$ cat config.mk
export PLATFORM = sky130hd
export DESIGN_NAME = mem4x16_arbiter
export DESIGN_NICKNAME = d
export VERILOG_FILES = /design/src/rtl/mem4x16_arbiter.sv
export SDC_FILE = /design/constraint.sdc
export NUM_CORES = 1
export LEC_CHECK = 0
export BUFFER_PORTS_ARGS = -buffer_cell sky130_fd_sc_hd__buf_2
export CORE_MARGIN = 5
export CORE_UTILIZATION = 41
export CTS_BUF_LIST = sky130_fd_sc_hd__clkbuf_16
export DETAILED_ROUTE_END_ITERATION = 10
export PLACE_DENSITY = 0.85
export SETUP_SLACK_MARGIN = 0.4
export SLEW_MARGIN = 25
export SYNTH_ARGS = -nofsm -noshare
export SYNTH_HDL_FRONTEND = slang
export SYNTH_SLANG_ARGS = --single-unit
$ cat constraint.sdc
create_clock -name clk -period 1.6 [get_ports clk]
set_clock_uncertainty 0.2 [all_clocks]
set_input_delay 0.4 -clock clk [delete_from_list [all_inputs] [get_ports clk]]
set_output_delay 0.4 -clock clk [all_outputs]
set_load 0.02 [all_outputs]
$ cat src/rtl/mem4x16_arbiter.sv
// Round-robin arbiter that sequences requesters A and B onto one shared 4x16 register memory.
// Define MEM_ARB_PROTECT_EN to add per-word write protection (wp input, err output).
module mem4x16_arbiter #(
    parameter int DW = 16,
    parameter int AW = 2
) (
    input  logic          clk,
    input  logic          reset,
    input  logic          a_req,
    input  logic          a_rw,
    input  logic [AW-1:0] a_add,
    input  logic [DW-1:0] a_wdata,
    output logic          a_gnt,
    output logic          a_done,
    output logic [DW-1:0] a_rdata,
    input  logic          b_req,
    input  logic          b_rw,
    input  logic [AW-1:0] b_add,
    input  logic [DW-1:0] b_wdata,
    output logic          b_gnt,
    output logic          b_done,
    output logic [DW-1:0] b_rdata,
    output logic [AW-1:0] mem_add,
    output logic          mem_rw,
    output logic          mem_en,
    output logic [DW-1:0] mem_din,
    input  logic [DW-1:0] mem_dout,
    output logic          busy
`ifdef MEM_ARB_PROTECT_EN
    ,
    input  logic [2**AW-1:0] wp,
    output logic             err
`endif
);

    typedef enum logic [1:0] {
        IDLE     = 2'd0,
        ACCESS   = 2'd1,
        COMPLETE = 2'd2
    } state_t;

    state_t        state_q, state_d;
    logic          owner_q, owner_d;   // 1 = B owns the current transaction
    logic          prio_q, prio_d;     // 1 = B wins a tie
    logic          rw_q, rw_d;
    logic [AW-1:0] add_q, add_d;
    logic [DW-1:0] wdata_q, wdata_d;
    logic [DW-1:0] a_rdata_q, a_rdata_d;
    logic [DW-1:0] b_rdata_q, b_rdata_d;
    logic          blocked;
    logic          win_b;

`ifdef MEM_ARB_PROTECT_EN
    logic blk_q, blk_d;
    assign blocked = rw_q & wp[add_q];
`else
    assign blocked = 1'b0;
`endif

    assign win_b = b_req & (~a_req | prio_q);

    always_comb begin
        state_d   = state_q;
        owner_d   = owner_q;
        prio_d    = prio_q;
        rw_d      = rw_q;
        add_d     = add_q;
        wdata_d   = wdata_q;
        a_rdata_d = a_rdata_q;
        b_rdata_d = b_rdata_q;
        a_gnt     = 1'b0;
        b_gnt     = 1'b0;
        a_done    = 1'b0;
        b_done    = 1'b0;
        mem_en    = 1'b0;
`ifdef MEM_ARB_PROTECT_EN
        blk_d     = blk_q;
        err       = 1'b0;
`endif
        case (state_q)
            IDLE: begin
                if (a_req | b_req) begin
                    owner_d = win_b;
                    rw_d    = win_b ? b_rw    : a_rw;
                    add_d   = win_b ? b_add   : a_add;
                    wdata_d = win_b ? b_wdata : a_wdata;
                    state_d = ACCESS;
                end
            end
            ACCESS: begin
                a_gnt  = ~owner_q;
                b_gnt  = owner_q;
                mem_en = ~blocked;
                // mem_dout is combinational from mem_add, so it is valid within this cycle
                if (!rw_q) begin
                    if (owner_q) b_rdata_d = mem_dout;
                    else         a_rdata_d = mem_dout;
                end
`ifdef MEM_ARB_PROTECT_EN
                blk_d = blocked;
`endif
                state_d = COMPLETE;
            end
            COMPLETE: begin
                a_done  = ~owner_q;
                b_done  = owner_q;
`ifdef MEM_ARB_PROTECT_EN
                err     = blk_q;
`endif
                prio_d  = ~owner_q;
                state_d = IDLE;
            end
            default: state_d = IDLE;
        endcase
    end

    always_ff @(posedge clk or negedge reset) begin
        if (!reset) begin
            state_q   <= IDLE;
            owner_q   <= 1'b0;
            prio_q    <= 1'b0;
            rw_q      <= 1'b0;
            add_q     <= '0;
            wdata_q   <= '0;
            a_rdata_q <= '0;
            b_rdata_q <= '0;
`ifdef MEM_ARB_PROTECT_EN
            blk_q     <= 1'b0;
`endif
        end else begin
            state_q   <= state_d;
            owner_q   <= owner_d;
            prio_q    <= prio_d;
            rw_q      <= rw_d;
            add_q     <= add_d;
            wdata_q   <= wdata_d;
            a_rdata_q <= a_rdata_d;
            b_rdata_q <= b_rdata_d;
`ifdef MEM_ARB_PROTECT_EN
            blk_q     <= blk_d;
`endif
        end
    end

    // Latched request fields double as the memory bus, so they hold between accesses
    assign mem_add = add_q;
    assign mem_rw  = rw_q;
    assign mem_din = wdata_q;
    assign a_rdata = a_rdata_q;
    assign b_rdata = b_rdata_q;
    assign busy    = (state_q != IDLE);

endmodule
==> flow_metrics.py <==
metrics = {
    "clocking": {
        "clk_pin_slew_ns": 0.08,
        "h-tree-depth": 2,
        "cts_sinks": 55,
        "numCtsBuffers": 5,
        "ctsRootBufferMaster": "clkbuf_16",
        "insertion_delay_ns": 0.29,
        "clock_path_buffers": 2,
        "cts_tree": "done",
    },
    "layout": {
        "diodes": 0,
        "layout-drive-gt1-share": 0.6839,
        "instances_no_fill": 439,
        "final_area_sq_mm": 0.004179,
        "final_nets": 424,
        "multi_input_area_sq_mm": 0.001082,
        "seq_area_sq_mm": 0.001380,
        "final_cell_mix": "buf_6 (59), buf_2 (57), dfrtp_1 (52)",
        "final_common_cell": "buf_6",
        "syn_to_final_growth_pct": 77.47,
        "fill_cells": 349,
    },
    "worst_setup_path": {
        "worstPathCellList": "nand2b_4 -> buf_4 -> nor3_4 -> buf_12 -> mux2_2",
        "max_stage_delay_ns": 0.42,
        "critPathMaxFanout": 16,
        "crit_arrival_ns": 1.77,
        "worst-setup-path-type": "reg2reg",
        "cp_data_required_time_ns": 1.57,
        "crit_slowest_cell": "dfrtp_1",
        "end_kind": "flip-flop",
        "critical_path.top_delay_family": "flip-flops",
        "critPathBufInv": 2,
        "startpoint_type": "flip-flop",
    },
    "placed_design": {
        "post_dp_cell_area_sq_mm": 0.003144,
        "post-place-ws_ns": 0.0005324,
        "post-dp-hpwl_um": 4758,
        "gp_congestion": 0.7818,
        "port_buffers": 114,
        "placedCellCount": 384,
    },
    "pwr": {
        "total_power_uw": 9746,
        "power.density_mw_per_mm2": 2332,
        "ir_worst_vdd_mv": 1.098,
        "power.leakage_uw": 0.001970,
    },
    "timing": {
        "finalSetupViolations": 38,
        "relSlewSlack": 0.6518,
        "fin_ws_ns": -0.1964,
        "final.min_clock_period_ns": 1.796,
        "rsz0062_at_grt": "yes",
        "tightest_slew_ns": 0.5217,
        "fmax_ghz": 0.5567,
        "slew_viol_final": 0,
        "finalHoldViolations": 0,
        "fin_crit_sh": 1.123,
    },
    "grt": {
        "grt_pass1_vias": 2413,
        "grt_usage": 0.2207,
        "grt_max_degree": 56,
        "antenna_found_initial": 0,
        "overflow": 0,
        "grt_pass1_wl_um": 12810,
    },
    "yosys": {
        "syn_nets": 258,
        "syn-cell-area_sq_mm": 0.002355,
        "syn-instance-count": 200,
        "ys_types": 22,
        "ys_seq_elements": 55,
        "yosys_warnings": 0,
        "yosysSeqAreaShare": 0.5845,
        "syn_area_per_cell_sq_um": 11.77,
    },
    "detailed_routing": {
        "drc_errors": 0,
        "drtAntennaViolNets": 0,
        "drt_iter0_drc": 121,
        "firstDrtPassIters": 4,
        "vias_per_cell": 5.241,
        "num_vias": 2301,
        "wl_per_cell_um": 19.30,
        "wl_um": 8474,
    },
    "die": {
        "io_pins": 115,
        "start_util": 0.4250,
        "core_sq_mm": 0.005540,
        "num_rows": 27,
        "die_h_um": 85.79,
        "die_area_sq_mm": 0.007359,
        "die_w_um": 85.79,
    },
    "run_status": {
        "violations": "negative setup slack",
        "outcome": "finished with violations",
    },
    "job": {
        "drv_cap": 0,
    },
    "hold_path": {
        "holdCritPathClass": "in2reg",
    },
}
[Yosys cell counts (all sizes together)]
| cell type | n | area share |
|---|---|---|
| clkbuf | 11 | 0.018 |
| o21ai | 20 | 0.043 |
| mux2 | 32 | 0.15 |
| a21oi | 19 | 0.040 |
| buf | 5 | 0.020 |
| dfrtp | 55 | 0.58 |
| nor2b | 1 | 0.0027 |
| a31oi | 19 | 0.050 |
| nand2b | 3 | 0.0080 |
| a21o | 1 | 0.0032 |
| nor3 | 2 | 0.014 |
| nand3 | 20 | 0.043 |
| nor2 | 5 | 0.0080 |
| or2 | 1 | 0.0027 |
| and2 | 1 | 0.0027 |
| inv | 5 | 0.0080 |
[worst paths after layout]
| check | startpoint | to | slack (ns) | cells after the start |
|---|---|---|---|---|
| setup / recovery | state_q[1] | a_rdata[13] | -0.20 | 5 |
| hold / removal | mem_dout[8] | a_rdata[8] | 0.16 | 2 |
| setup reg to reg | state_q[1] | a_rdata[13] | -0.20 | 5 |
| hold reg to reg | b_rdata[15] | b_rdata[15] | 0.34 | 1 |
| max in group asynchronous | reset | mem_rw | 0.46 | 3 |
| min in group asynchronous | reset | b_rdata[9] | 0.47 | 3 |
[kinds of logic (layout without fill, tap and decap cells)]
family,after synthesis,count (layout),share of synthesized area
DFF,55,55,0.5845
and+or+nand+nor,33,36,0.08024
buffers and inverters,21,185,0.04569
AOI/OAI and AO/OA,59,59,0.1366
muxes,32,32,0.1530
[stage by stage]
step           TNS, ns  hold WS [ns]    util
2_1_floorplan   -2.086      -0.09559       -
3_3_place_gp         0        0.2176  0.5675
3_5_place_dp         0        0.2201  0.5675
4_1_cts         -3.958        0.1493  0.7229
5_1_grt         -7.416        0.1503  0.7543
6_report        -5.777        0.1577  0.7543
[metal layers]
metal	wire (um)	GRT usage
met3	578	0.04419
met2	4332	0.3771
met4	91	0.07194
met1	3472	0.2804
met5	0	0
[area by class of cell]
class                           instances  area share
Inverter                                5    0.004491
Clock buffer                            5     0.02994
Clock inverter                          3    0.005389
Multi-Input combinational cell        127      0.2590
Tap cell                               72     0.02156
Timing Repair Buffer                  172      0.3494
Sequential cell                        55      0.3302
[state kept, by name, summed over array words and instances, names as in the netlist]
name and count:
a_rdata 16, prio_q 1, b_rdata 16, mem_rw 1, owner_q 1, state_q 2, mem_add 2, mem_din 16
[power by group]
group	switching [uW]	total [uW]	leakage [uW]	internal [uW]
combinational	2640	5890	0.00125	3250
sequential	640	2750	0.000645	2110
clock	521	1110	0.0000742	588
total	3800	9750	0.00197	5950
[what timing repair did]
action / CTS / global route
endpoints found under the setup margin: 110 / 111
hold buffers: 1 / 0
endpoints found under the hold margin: 55 / 0
cloned: 3 / 0
gates resized for setup: 157 / 8
setup buffers: 24 / 19
pin swaps: 3 / 1
Power figures use the tool's default switching activity.
